## config.mk

```make
export PLATFORM = sky130hd
export DESIGN_NAME = control_sequencer
export DESIGN_NICKNAME = d
export VERILOG_FILES = /design/src/rtl/control_sequencer.sv
export SDC_FILE = /design/constraint.sdc
export NUM_CORES = 1
export LEC_CHECK = 0
export ABC_AREA = 1
export CORE_UTILIZATION = 55
export CTS_BUF_LIST = sky130_fd_sc_hd__clkbuf_4 sky130_fd_sc_hd__clkbuf_8
export DETAILED_ROUTE_END_ITERATION = 10
export PLACE_DENSITY = 0.78
export SYNTH_ARGS = -nofsm -noshare
export SYNTH_HDL_FRONTEND = slang
export SYNTH_SLANG_ARGS = --single-unit
```

## constraint.sdc

```tcl
create_clock -name i_clk -period 6.1 [get_ports i_clk]
set_input_delay 0.915 -clock i_clk [delete_from_list [all_inputs] [get_ports i_clk]]
set_output_delay 0.915 -clock i_clk [all_outputs]
set_load 0.01 [all_outputs]
```

## src/rtl/control_sequencer.sv

```systemverilog
// Fetch/decode/execute sequencer: program ROM, authoritative PC and datapath control word.
// Optional feature macro CTRL_ILLEGAL_TRAP_EN: opcode 101 traps into HALT with a sticky flag.
module control_sequencer #(
  parameter int unsigned PC_W  = 3,
  parameter int unsigned IW    = 16,
  parameter int unsigned CNT_W = 16
) (
  input  logic             i_clk,
  input  logic             i_rst,
  input  logic             i_prog_we,
  input  logic [PC_W-1:0]  i_prog_addr,
  input  logic [IW-1:0]    i_prog_data,
  input  logic             i_start,
  input  logic             i_hold,
  input  logic             i_Zero,
  input  logic             i_Negative,
  input  logic [15:0]      i_jump_target,
  output logic             o_MemoryBus,
  output logic             o_MemoryData,
  output logic             o_ReadWrite,
  output logic             o_MemoryWrite,
  output logic             o_ProgramReg,
  output logic             o_Jump,
  output logic             o_Branch,
  output logic [3:0]       o_FunctionSelect,
  output logic [2:0]       o_DataReg_A,
  output logic [2:0]       o_AdderssReg_A,
  output logic [2:0]       o_AddressReg_B,
  output logic             o_cw_valid,
  output logic [PC_W-1:0]  o_pc,
  output logic             o_halted,
  output logic             o_illegal,
  output logic [CNT_W-1:0] o_retired
);

  localparam int unsigned RomDepth = 2 ** PC_W;

  localparam logic [2:0] OpAlu     = 3'b000;
  localparam logic [2:0] OpLoad    = 3'b001;
  localparam logic [2:0] OpStore   = 3'b010;
  localparam logic [2:0] OpHalt    = 3'b011;
  localparam logic [2:0] OpImm     = 3'b100;
  localparam logic [2:0] OpIllegal = 3'b101;
  localparam logic [2:0] OpBranch  = 3'b110;
  localparam logic [2:0] OpJump    = 3'b111;

  typedef enum logic [2:0] {StIdle, StFetch, StDecode, StExec, StHalt} state_e;

  state_e          r_state;
  logic [IW-1:0]   r_rom [RomDepth];
  logic [IW-1:0]   r_ir;
  logic [PC_W-1:0] r_pc;
  logic [CNT_W-1:0] r_retired;
  logic            r_halted;
  logic [6:0]      r_ctl;
  logic [3:0]      r_fs;
  logic [2:0]      r_da;
  logic [2:0]      r_aa;
  logic [2:0]      r_ba;
  logic            r_cw_valid;
`ifdef CTRL_ILLEGAL_TRAP_EN
  logic            r_illegal;
`endif

  logic [2:0]      w_op;
  logic [3:0]      w_fs;
  logic [2:0]      w_da;
  logic [2:0]      w_aa;
  logic [2:0]      w_ba;
  logic [6:0]      w_ctl;
  logic            w_valid;
  logic            w_fields;
  logic            w_stop;
`ifdef CTRL_ILLEGAL_TRAP_EN
  logic            w_trap;
`endif
  logic [PC_W-1:0] w_off;
  logic [PC_W-1:0] w_pc_inc;
  logic [PC_W-1:0] w_pc_next;
  logic            w_taken;
  logic            w_unused_jt;

  assign w_op = r_ir[15:13];
  assign w_fs = r_ir[12:9];
  assign w_da = r_ir[8:6];
  assign w_aa = r_ir[5:3];
  assign w_ba = r_ir[2:0];

  // Control bits packed as {MB, MD, RW, MW, PL, Jump, Branch}.
  always_comb begin
    w_ctl    = '0;
    w_valid  = 1'b1;
    w_fields = 1'b1;
    w_stop   = 1'b0;
`ifdef CTRL_ILLEGAL_TRAP_EN
    w_trap   = 1'b0;
`endif
    unique case (w_op)
      OpAlu:    w_ctl = 7'b0010000;
      OpLoad:   w_ctl = 7'b0110000;
      OpStore:  w_ctl = 7'b0001000;
      OpImm:    w_ctl = 7'b1010000;
      OpBranch: w_ctl = {6'b000010, w_fs[0]};
      OpJump:   w_ctl = 7'b0000110;
      OpHalt: begin
        w_valid  = 1'b0;
        w_fields = 1'b0;
        w_stop   = 1'b1;
      end
      OpIllegal: begin
        w_fields = 1'b0;
`ifdef CTRL_ILLEGAL_TRAP_EN
        w_valid  = 1'b0;
        w_stop   = 1'b1;
        w_trap   = 1'b1;
`endif
      end
    endcase
  end

  assign w_off       = PC_W'({{13{w_ba[2]}}, w_ba});
  assign w_pc_inc    = r_pc + PC_W'(1);
  assign w_taken     = w_fs[0] ? i_Negative : i_Zero;
  assign w_unused_jt = ^i_jump_target;

  always_comb begin
    w_pc_next = w_pc_inc;
    if (w_op == OpBranch && w_taken) begin
      w_pc_next = r_pc + w_off;
    end else if (w_op == OpJump) begin
      w_pc_next = i_jump_target[PC_W-1:0];
    end
  end

  // ROM is deliberately not reset; it is only writable while the sequencer is parked.
  always_ff @(posedge i_clk) begin
    if (!i_hold && i_prog_we && (r_state == StIdle || r_state == StHalt)) begin
      r_rom[i_prog_addr] <= i_prog_data;
    end
  end

  always_ff @(posedge i_clk) begin
    if (i_rst) begin
      r_state    <= StIdle;
      r_ir       <= '0;
      r_pc       <= '0;
      r_retired  <= '0;
      r_halted   <= 1'b0;
      r_ctl      <= '0;
      r_fs       <= '0;
      r_da       <= '0;
      r_aa       <= '0;
      r_ba       <= '0;
      r_cw_valid <= 1'b0;
`ifdef CTRL_ILLEGAL_TRAP_EN
      r_illegal  <= 1'b0;
`endif
    end else if (!i_hold) begin
      unique case (r_state)
        StIdle: begin
          if (i_start) r_state <= StFetch;
        end
        StHalt: begin
          if (i_start) begin
            r_state  <= StFetch;
            r_pc     <= '0;
            r_halted <= 1'b0;
          end
        end
        StFetch: begin
          r_ir    <= r_rom[r_pc];
          r_state <= StDecode;
        end
        StDecode: begin
          r_ctl      <= w_ctl;
          r_fs       <= w_fields ? w_fs : 4'd0;
          r_da       <= w_fields ? w_da : 3'd0;
          r_aa       <= w_fields ? w_aa : 3'd0;
          r_ba       <= w_fields ? w_ba : 3'd0;
          r_cw_valid <= w_valid;
          r_state    <= StExec;
        end
        StExec: begin
          r_ctl      <= '0;
          r_fs       <= '0;
          r_da       <= '0;
          r_aa       <= '0;
          r_ba       <= '0;
          r_cw_valid <= 1'b0;
          if (w_stop) begin
            r_state  <= StHalt;
            r_halted <= 1'b1;
`ifdef CTRL_ILLEGAL_TRAP_EN
            if (w_trap) r_illegal <= 1'b1;
`endif
          end else begin
            r_pc    <= w_pc_next;
            r_state <= StFetch;
            if (r_cw_valid) r_retired <= r_retired + CNT_W'(1);
          end
        end
        default: r_state <= StIdle;
      endcase
    end
  end

  assign {o_MemoryBus, o_MemoryData, o_ReadWrite, o_MemoryWrite,
          o_ProgramReg, o_Jump, o_Branch} = r_ctl;
  assign o_FunctionSelect = r_fs;
  assign o_DataReg_A      = r_da;
  assign o_AdderssReg_A   = r_aa;
  assign o_AddressReg_B   = r_ba;
  assign o_cw_valid       = r_cw_valid;
  assign o_pc             = r_pc;
  assign o_halted         = r_halted;
  assign o_retired        = r_retired;
`ifdef CTRL_ILLEGAL_TRAP_EN
  assign o_illegal        = r_illegal;
`else
  assign o_illegal        = 1'b0;
`endif

endmodule

```

==> impl_metrics.json, run 1 <==
{
  "status": "finished clean",
  "ctsHoldBuffers": 0,
  "cp.arrival_ns": 2.25,
  "htree_levels": 4,
  "drv_cap": 0,
  "numCtsBuffers": 17,
  "synth_compound_area_share_pct": 7.267,
  "cts_tree": "done",
  "grt_use_total_pct": 24.00,
  "synth_top_family_by_area": "simple AND/OR/NAND/NOR gates",
  "required_ns": 5.18,
  "synth_fp_nets": 849,
  "finalNetCount": 910,
  "synth_edf_count": 128,
  "min_to": "r_ctl[2]$_SDFFE_PP0P_",
  "dp_cells": 1025,
  "place.gp.congestion": 0.8207,
  "tns_ns": 0,
  "ys_warn_count": 0,
  "final-setup-viol-count": 0,
  "synth_ff_type": "edfxtp_1",
  "rsz0062_at_grt": "false",
  "initial_utilization_pct": 56.44,
  "num_rows": 43,
  "syn_avg_cell_area_um2": 9.756,
  "final-max-slew-violation-count": 0,
  "hold_viol": 0,
  "clockRootBuffer": "clkbuf_8",
  "leakage_nw": 3.252,
  "die_area_um2": 14720,
  "hold_depth": 2,
  "cts_resized": 0,
  "yosys.area_share.xor_xnor_pct": 0.1118,
  "ff2ff_path_depth": 5,
  "synthMuxAreaShare_pct": 0,
  "stdcell_count": 1057,
  "drcViolationCount": 0,
  "die-height_um": 121.3,
  "vdd_drop_max_uv": 148.4,
  "clkTransAtPathRegs_ns": 0.09,
  "insertion_delay_ns": 0.47,
  "pin_count": 84,
  "power_density_nw_per_um2": 257.7,
  "numClockSinks": 188,
  "cts_max_path_buffers": 2,
  "slew_headroom_pct": 33.68,
  "synth-adder-area-share_pct": 0.7347,
  "avgRoutedWirePerCell_um": 15.66,
  "worstHoldStart": "r_ctl[2]$_SDFFE_PP0P_",
  "grt_remaining_overflow": 0,
  "fmax_mhz": 316.1,
  "vias": 5753,
  "antenna_found_initial": 0,
  "grt_pass1_vias": 5283,
  "crit_path_start_kind": "register",
  "antennaDiodeCount": 0,
  "path_max_fanout": 31,
  "max_slew.worst_pin.slew_ns": 0.9916,
  "r2r-end": "r_rom[3][7]$_DFFE_PP_",
  "crit_type": "register to primary output",
  "synth_cells": 803,
  "fin_crit_sh_pct": 51.86,
  "drtAntennaViolNets": 0,
  "core_area_um2": 13880,
  "wirelength_um": 16550,
  "area_delta_synth_final_pct": 16.32,
  "die_x_um": 121.3,
  "synthSimpleGateAreaFrac_pct": 22.90,
  "fin_crit_ns": 3.163,
  "ys_seq_area_share_pct": 64.40,
  "netlist_area_um2": 7834,
  "drive_gt1_share_pct": 7.298,
  "drt_iter0_markers": 585,
  "netlist-cell-type-count": 35,
  "post-cts-setup-buffers": 0,
  "async_flop_share_pct": 0,
  "viasPerCell": 5.443,
  "place_hpwl_um": 9828,
  "finalClockSkew_ns": 0.01159,
  "end_kind": "primary output",
  "hold_path.class": "register to register",
  "grt_pass1_wl_um": 26520,
  "worstReg2RegStart": "r_state[0]$_SDFFE_PP0P_",
  "portBuffers": 69,
  "dr.pass1.iters": 5,
  "grt_max_degree": 66,
  "reg2reg_slack_ns": 3.75,
  "synth_seq_cells": 188,
  "final_core_util_pct": 65.65
}
-- synth_stat cells (3+ instances only) --
cell type / instances / share of area, %
a21oi_1: 52 / 3.3
nor3_1: 7 / 0.45
nor2_1: 125 / 6.0
nand3_1: 82 / 5.2
dfxtp_1: 60 / 15
nand4_1: 9 / 0.72
edfxtp_1: 128 / 49
clkbuf_1: 16 / 0.77
inv_2: 4 / 0.19
o21ai_0: 54 / 3.4
buf_2: 14 / 0.89
ha_1: 3 / 0.48
inv_1: 42 / 2.0
nand2_1: 176 / 8.4
buf_1: 3 / 0.14
-- report_power, final --
part | internal (W) | switching, W | leakage [nW]
Combinational | 0.0000275 | 0.0000490 | 1.38
Clock | 0.000476 | 0.000416 | 0.232
Sequential | 0.00137 | 0.00000682 | 1.64
Total | 0.00188 | 0.000472 | 3.25
-- how the worst max path moves through the flow --
stage | start | end
floorplan | i_hold | r_rom[0][0]$_DFFE_PP_
global placement | i_hold | o_DataReg_A[1]$_SDFFE_PP0P_
detailed placement | i_hold | o_DataReg_A[1]$_SDFFE_PP0P_
CTS | o_pc[1]$_SDFFE_PP0P_ | o_pc[1]
global route | o_pc[0]$_SDFFE_PP0P_ | o_pc[0]
finish | o_pc[1]$_SDFFE_PP0P_ | o_pc[1]
-- metrics by stage --
stage               hold WS, ns  power [W]  setup WS, ns  cell area, um2
floorplan                0.4440   0.001442         3.302            7834
global placement         0.4521   0.001482         2.841            8670
detailed placement       0.4532   0.001485         2.839            8670
CTS                      0.4664   0.002362         2.898            9112
global route             0.4855   0.002423         2.812            9112
finish                   0.4682   0.002348         2.937            9112
-- state kept, by name (all words and copies together) (netlist names), 4 cells and up --
signal            cells
o_FunctionSelect      4
o_retired            16
r_ctl                 7
r_ir                 16
r_rom               128
-- routing by layer --
layer / track usage, % / up-vias / wire (um)
met5: 0 / - / 0
met4: 7.330 / 0 / 201
met3: 5.874 / 16 / 1077
met2: 39.06 / 206 / 8091
met1: 31.70 / 2707 / 7183
li1: - / 2824 / -
-- critical path, stage by stage, from the launching register on --
cell and delay (ns):
dfxtp_2 0.77, buf_4 0.41, clkdlybuf4s50_1 0.59
-- kinds of logic (layout without fill, tap and decap cells) --
group,Yosys count,count (layout)
AO/OA/AOI/OAI,112,112
XOR/XNOR,1,1
adder cells (fa/ha/maj),4,4
buffers and inverters,84,158
flip-flops,188,188
other,1,1
AND/OR/NAND/NOR,413,413
-- cell type report --
type	instances	area (um2)
clock buffers	20	275.3
well taps	180	225.2
multi-input cells	531	2460
inverters	47	176.4
repair buffers	79	760.7
clock inverters	12	167.7
fillers	1076	4768
flip-flops and latches	188	5047
-- placed cells by master (no fill, tap or decap), types with 3 or more instances in the layout --
master	synthesis	layout
nand2_1	176	176
edfxtp_1	128	128
nor2_1	125	125
nand3_1	82	82
clkdlybuf4s50_1	0	68
dfxtp_1	60	58
o21ai_0	54	54
a21oi_1	52	52
inv_1	42	44
clkbuf_8	0	20
buf_4	2	10
nand4_1	9	9
inv_2	4	4
bufinv_16	0	4
nor3_2	0	3
nor3_1	7	3
ha_1	3	3
clkinv_2	0	3
No activity file was read; power rests on OpenSTA's default activity.
==> run 2: changes to the inputs <==
--- a/config.mk
+++ b/config.mk
@@ -6,7 +6,7 @@
 export NUM_CORES = 1
 export LEC_CHECK = 0
 export ABC_AREA = 1
-export CORE_UTILIZATION = 55
+export CORE_UTILIZATION = 53
 export CTS_BUF_LIST = sky130_fd_sc_hd__clkbuf_4 sky130_fd_sc_hd__clkbuf_8
 export DETAILED_ROUTE_END_ITERATION = 10
 export PLACE_DENSITY = 0.78
==> constraint.sdc (replaced) <==
create_clock -name i_clk -period 2.8 [get_ports i_clk]
set_input_delay 0.42 -clock i_clk [delete_from_list [all_inputs] [get_ports i_clk]]
set_output_delay 0.42 -clock i_clk [all_outputs]
set_load 0.01 [all_outputs]
==> impl_metrics.json, run 2 (synthesis gave the netlist of run 1 again) <==
{
  "slew_headroom_pct": 45.04,
  "finalNetCount": 916,
  "grt_remaining_overflow": 0,
  "antenna_found_initial": 0,
  "core_area_um2": 14480,
  "p_switching_w": 0.001083,
  "top_register": "r_rom",
  "seq_area_um2": 5047,
  "fmax_mhz": 508.9,
  "initial_utilization_pct": 54.10,
  "grt_pass1_wl_um": 25380,
  "insertion_delay_ns": 0.47,
  "grt_max_degree": 65,
  "stdcell_count": 1067,
  "worstSetupEndpoint": "o_pc[2]$_SDFFE_PP0P_",
  "numCtsBuffers": 17,
  "pwr-share-seq_pct": 62.7,
  "layout_common_cells": "nand2_1, edfxtp_1, nor2_1, nand3_1, clkdlybuf4s50_1",
  "comb_power_share_pct": 3.5,
  "place.gp.congestion": 0.8246,
  "max_slew.worst_pin.slew_ns": 0.8214,
  "place_hpwl_um": 9675,
  "p_clk_share_pct": 33.8,
  "hold_slack_ns": 0.4192,
  "nFillCells": 1175,
  "die-height_um": 123.6,
  "reg2reg_slack_ns": 0.83,
  "hold_path.class": "input pin to register",
  "fin_crit_sh_pct": 70.19,
  "worst-path-buf-inv": 2,
  "dp_cells": 1035,
  "cts_resized": 0,
  "path_depth": 8,
  "portBuffers": 69,
  "vdd_drop_max_uv": 456.9,
  "cell_internal_pwr_w": 0.003707,
  "hold_viol": 0,
  "final_common_cell": "nand2_1",
  "viasPerCell": 5.320,
  "r2r-end": "o_pc[2]$_SDFFE_PP0P_",
  "tns_ns": 0,
  "crit_type": "register to register",
  "crit_path_start_kind": "register",
  "required_ns": 3.13,
  "avgRoutedWirePerCell_um": 14.86,
  "worstReg2RegStart": "o_pc[2]$_SDFFE_PP0P_",
  "drcViolationCount": 0,
  "crit_family": "buffers and inverters",
  "antennaDiodeCount": 0,
  "num_rows": 44,
  "crit_start": "o_pc[2]$_SDFFE_PP0P_",
  "leakage_nw": 3.222,
  "dr.pass1.iters": 5,
  "cts_max_path_buffers": 2,
  "cts_tree": "done",
  "drt_iter0_markers": 530,
  "clockRootBuffer": "clkbuf_8",
  "numClockSinks": 188,
  "post-cts-setup-buffers": 0,
  "end_kind": "register",
  "cp.arrival_ns": 2.30,
  "fin_crit_ns": 1.965,
  "finalClockSkew_ns": 0.01155,
  "final-max-slew-violation-count": 0,
  "htree_levels": 4,
  "grt_use_total_pct": 22.58,
  "finalPower_w": 0.004790,
  "ctsHoldBuffers": 0,
  "power_density_nw_per_um2": 528.2,
  "area_delta_synth_final_pct": 15.76,
  "status": "finished clean",
  "largest_reg_flops": 128,
  "worst_path_most_repeated_cell": "nand2_1",
  "path_cells": "buf_4, clkinv_1, nand2_1, nand3_1, nand3_1, nand2_1, nand2_1, a21oi_1",
  "switching_share_pct": 22.62,
  "worst_path_largest_cell_delay_ns": 0.63,
  "drive_gt1_share_pct": 8.041,
  "final-setup-viol-count": 0,
  "vias": 5676,
  "die_x_um": 123.6,
  "cpMaxStageDelayCell": "clkinv_1",
  "grt_pass1_vias": 5086,
  "wirelength_um": 15860,
  "drtAntennaViolNets": 0,
  "path_max_fanout": 19,
  "pin_count": 84,
  "multi_input_area_um2": 2454,
  "ff2ff_path_depth": 8,
  "rsz0062_at_grt": "false",
  "clkTransAtPathRegs_ns": 0.09,
  "die_area_um2": 15270,
  "drv_cap": 0
}
## run 2: cell types whose count changed in the layout (fill, tap and decap cells not counted), moves of 3 or more
cell	change
clkbuf_8	-3
bufinv_16	-4
inv_6	+4
buf_4	+6
## run 2: power by group through the flow
stage	Sequential, W	Clock [W]	Combinational [W]
global placement	0.00307	0	0.000161
finish	0.00300	0.00162	0.000165
CTS	0.00300	0.00165	0.000164
global route	0.00301	0.00176	0.000183
floorplan	0.00307	0	0.0000754
detailed placement	0.00307	0	0.000164
## run 2: area by class of cell
type | instances | area share [%]
well taps | 184 | 2.539
clock buffers | 19 | 2.746
flip-flops and latches | 188 | 55.66
clock inverters | 13 | 1.173
repair buffers | 85 | 8.885
inverters | 47 | 1.945
multi-input cells | 531 | 27.06
## run 2: tightest hold or removal path: cells and delay by family
family,cells,cell delay [ns]
buffers and inverters,2,0.27
and+or+nand+nor,2,0.16
## run 2: worst min path at each step
stage                     depth (start not counted)                         from                           to  slack [ns]
after global placement                            2        r_ctl[2]$_SDFFE_PP0P_        r_ctl[2]$_SDFFE_PP0P_        0.45
after global routing                              4                        i_rst   o_retired[15]$_SDFFE_PP0P_        0.46
after detailed placement                          2  o_DataReg_A[2]$_SDFFE_PP0P_  o_DataReg_A[2]$_SDFFE_PP0P_        0.46
after floorplan                                   2        r_ir[10]$_SDFFE_PP0P_        r_ir[10]$_SDFFE_PP0P_        0.44
final                                             4                        i_rst   o_retired[11]$_SDFFE_PP0P_        0.42
after CTS                                         4                        i_rst   o_retired[11]$_SDFFE_PP0P_        0.38
## run 2: metrics by stage
stage               cell area [um2]  setup WS, ns  util, %
floorplan                      7834        0.4312        -
global placement               8713        0.5751    60.18
detailed placement             8713        0.5532    60.18
CTS                            9069        0.8244    62.63
global route                   9069        0.6569    62.63
finish                         9069        0.8348    62.63
## run 2: metal layers
layer | global-route usage [%] | share of wire (%)
met5 | 0 | 0
met4 | 7.756 | 1.4
met3 | 5.449 | 6.0
met2 | 35.72 | 48
met1 | 30.62 | 45
==> run 3: changes to the inputs <==
--- a/config.mk
+++ b/config.mk
@@ -6,7 +6,7 @@
 export NUM_CORES = 1
 export LEC_CHECK = 0
 export ABC_AREA = 1
-export CORE_UTILIZATION = 53
+export CORE_UTILIZATION = 55
 export CTS_BUF_LIST = sky130_fd_sc_hd__clkbuf_4 sky130_fd_sc_hd__clkbuf_8
 export DETAILED_ROUTE_END_ITERATION = 10
 export PLACE_DENSITY = 0.78
==> constraint.sdc (replaced) <==
create_clock -name i_clk -period 2 [get_ports i_clk]
set_input_delay 0.3 -clock i_clk [delete_from_list [all_inputs] [get_ports i_clk]]
set_output_delay 0.3 -clock i_clk [all_outputs]
set_load 0.01 [all_outputs]
==> impl_metrics.json, run 3 (synthesis gave the netlist of run 1 again) <==
{
  "core_area_um2": 13880,
  "drt_iter0_markers": 501,
  "portBuffers": 69,
  "vias": 5881,
  "multi_input_area_um2": 2454,
  "drive_gt1_share_pct": 10.17,
  "hold_depth": 4,
  "grt_pass1_wl_um": 26940,
  "grt_remaining_overflow": 0,
  "final_area_um2": 9355,
  "num_rows": 43,
  "final-setup-viol-count": 0,
  "reg2reg_slack_ns": 0.31,
  "largest_reg_flops": 128,
  "insertion_delay_ns": 0.47,
  "ff2ff_path_depth": 6,
  "hold_path.class": "input pin to register",
  "place.gp.congestion": 0.8429,
  "clockRootBuffer": "clkbuf_8",
  "place_hpwl_um": 11080,
  "nFillCells": 1100,
  "required_ns": 1.70,
  "hold_slack_ns": 0.2966,
  "path_max_fanout": 17,
  "pre_cts_ws_ns": -0.01010,
  "grt_pass1_vias": 5405,
  "dp_cells": 1051,
  "fin_crit_ns": 1.938,
  "worstHoldStart": "i_rst",
  "end_kind": "primary output",
  "crit_start": "o_pc[0]$_SDFFE_PP0P_",
  "antenna_found_initial": 0,
  "dr.pass1.iters": 5,
  "drv_cap": 0,
  "post_dp_cell_area_um2": 8896,
  "htree_levels": 4,
  "cts_max_path_buffers": 2,
  "viasPerCell": 5.420,
  "area_delta_synth_final_pct": 19.42,
  "cpMaxStageDelayCell": "clkdlybuf4s50_1",
  "clkTransAtPathRegs_ns": 0.10,
  "power_density_nw_per_um2": 744.1,
  "min_to": "o_retired[11]$_SDFFE_PP0P_",
  "drcViolationCount": 0,
  "grt_use_total_pct": 24.41,
  "die-height_um": 121.3,
  "finalNetCount": 938,
  "final_common_cell": "nand2_1",
  "crit_path_start_kind": "register",
  "rsz0062_at_grt": "false",
  "hold_viol": 0,
  "avgRoutedWirePerCell_um": 15.76,
  "grt_max_degree": 48,
  "leakage_nw": 3.373,
  "final-max-slew-violation-count": 0,
  "worstReg2RegStart": "r_state[0]$_SDFFE_PP0P_",
  "die_area_um2": 14720,
  "max_slew.worst_pin.slew_ns": 0.6224,
  "numCtsBuffers": 17,
  "layout_common_cells": "nand2_1, edfxtp_1, nor2_1, nand3_1, clkdlybuf4s50_1",
  "worst_path_largest_cell_delay_ns": 0.55,
  "antennaDiodeCount": 0,
  "fin_crit_sh_pct": 96.91,
  "postLayoutSetupSlackWorst_ns": 0.06170,
  "drtAntennaViolNets": 0,
  "cp.arrival_ns": 1.64,
  "cts_tree": "done",
  "pin_count": 84,
  "crit_type": "register to primary output",
  "die_x_um": 121.3,
  "worst-path-buf-inv": 2,
  "fmax_mhz": 515.9,
  "stdcell_count": 1085,
  "initial_utilization_pct": 56.44,
  "vdd_drop_max_uv": 826.6,
  "top_register": "r_rom",
  "r2r-end": "r_rom[7][6]$_DFFE_PP_",
  "final_core_util_pct": 67.40,
  "wirelength_um": 17100,
  "numClockSinks": 188,
  "seq_area_um2": 5050,
  "slew_headroom_pct": 58.46,
  "crit_family": "buffers and inverters",
  "status": "finished clean",
  "path_cells": "buf_12, clkdlybuf4s50_1",
  "ctsHoldBuffers": 0,
  "finalClockSkew_ns": 0.01420
}
[run 3: cell types whose count changed in the layout (fill, tap and decap cells not counted), sizes merged]
cell	change
inv	-3
bufbuf	+1
bufinv	+2
clkbuf	-1
clkinv	+3
buf	+20
[run 3: worst max path at each step]
stage,to,cells past startpoint
final,o_pc[0],2
after floorplan,r_rom[0][0]$_DFFE_PP_,5
after global placement,r_rom[4][10]$_DFFE_PP_,7
after detailed placement,r_rom[7][6]$_DFFE_PP_,7
after CTS,o_pc[0],2
after global routing,o_pc[0],2
[run 3: stage by stage]
| step | power (W) | setup TNS [ns] |
|---|---|---|
| after CTS | 0.006997 | 0 |
| after detailed placement | 0.004549 | -0.1614 |
| after global routing | 0.007176 | 0 |
| after floorplan | 0.004399 | -23.60 |
| final | 0.006961 | 0 |
| after global placement | 0.004543 | -0.02221 |
[run 3: area by class of cell]
type,count,share of cell area (%)
tap,180,2.407
multi-input combinational,531,26.23
timing repair buffer,107,11.23
clock inverter,15,1.765
sequential,188,53.98
clock buffer,17,2.501
inverter,47,1.886
[run 3: timing repair]
item / 4_1_cts / 5_1_grt
buffers inserted: 0 / 0
cloned: 1 / 1
gates resized for setup: 1 / 0
setup endpoints to repair: 1 / 1
[run 3: per-layer routing]
layer  track usage (%)  vias up  routed length (um)
met5                 0        -                   0
met4             7.948        0                 226
met3             5.451       27                1222
met2             39.81      226                8275
met1             32.36     2745                7372
li1                  -     2883                   -
[run 3: power by group]
| part | switching, W | leakage, nW | internal (W) | total [W] |
|---|---|---|---|---|
| logic | 0.000154 | 1.54 | 0.0000998 | 0.000254 |
| registers | 0.0000200 | 1.64 | 0.00419 | 0.00421 |
| clock network | 0.00137 | 0.192 | 0.00113 | 0.00250 |
| total | 0.00154 | 3.37 | 0.00542 | 0.00696 |
[run 3: worst register-to-register path, cell delays in order, from the launching register on]
cell     delay (ns)
dfxtp_1        0.38
nor2_1         0.15
inv_1          0.07
nor2_1         0.19
nand2_1        0.19
nor2_1         0.19
buf_4          0.23
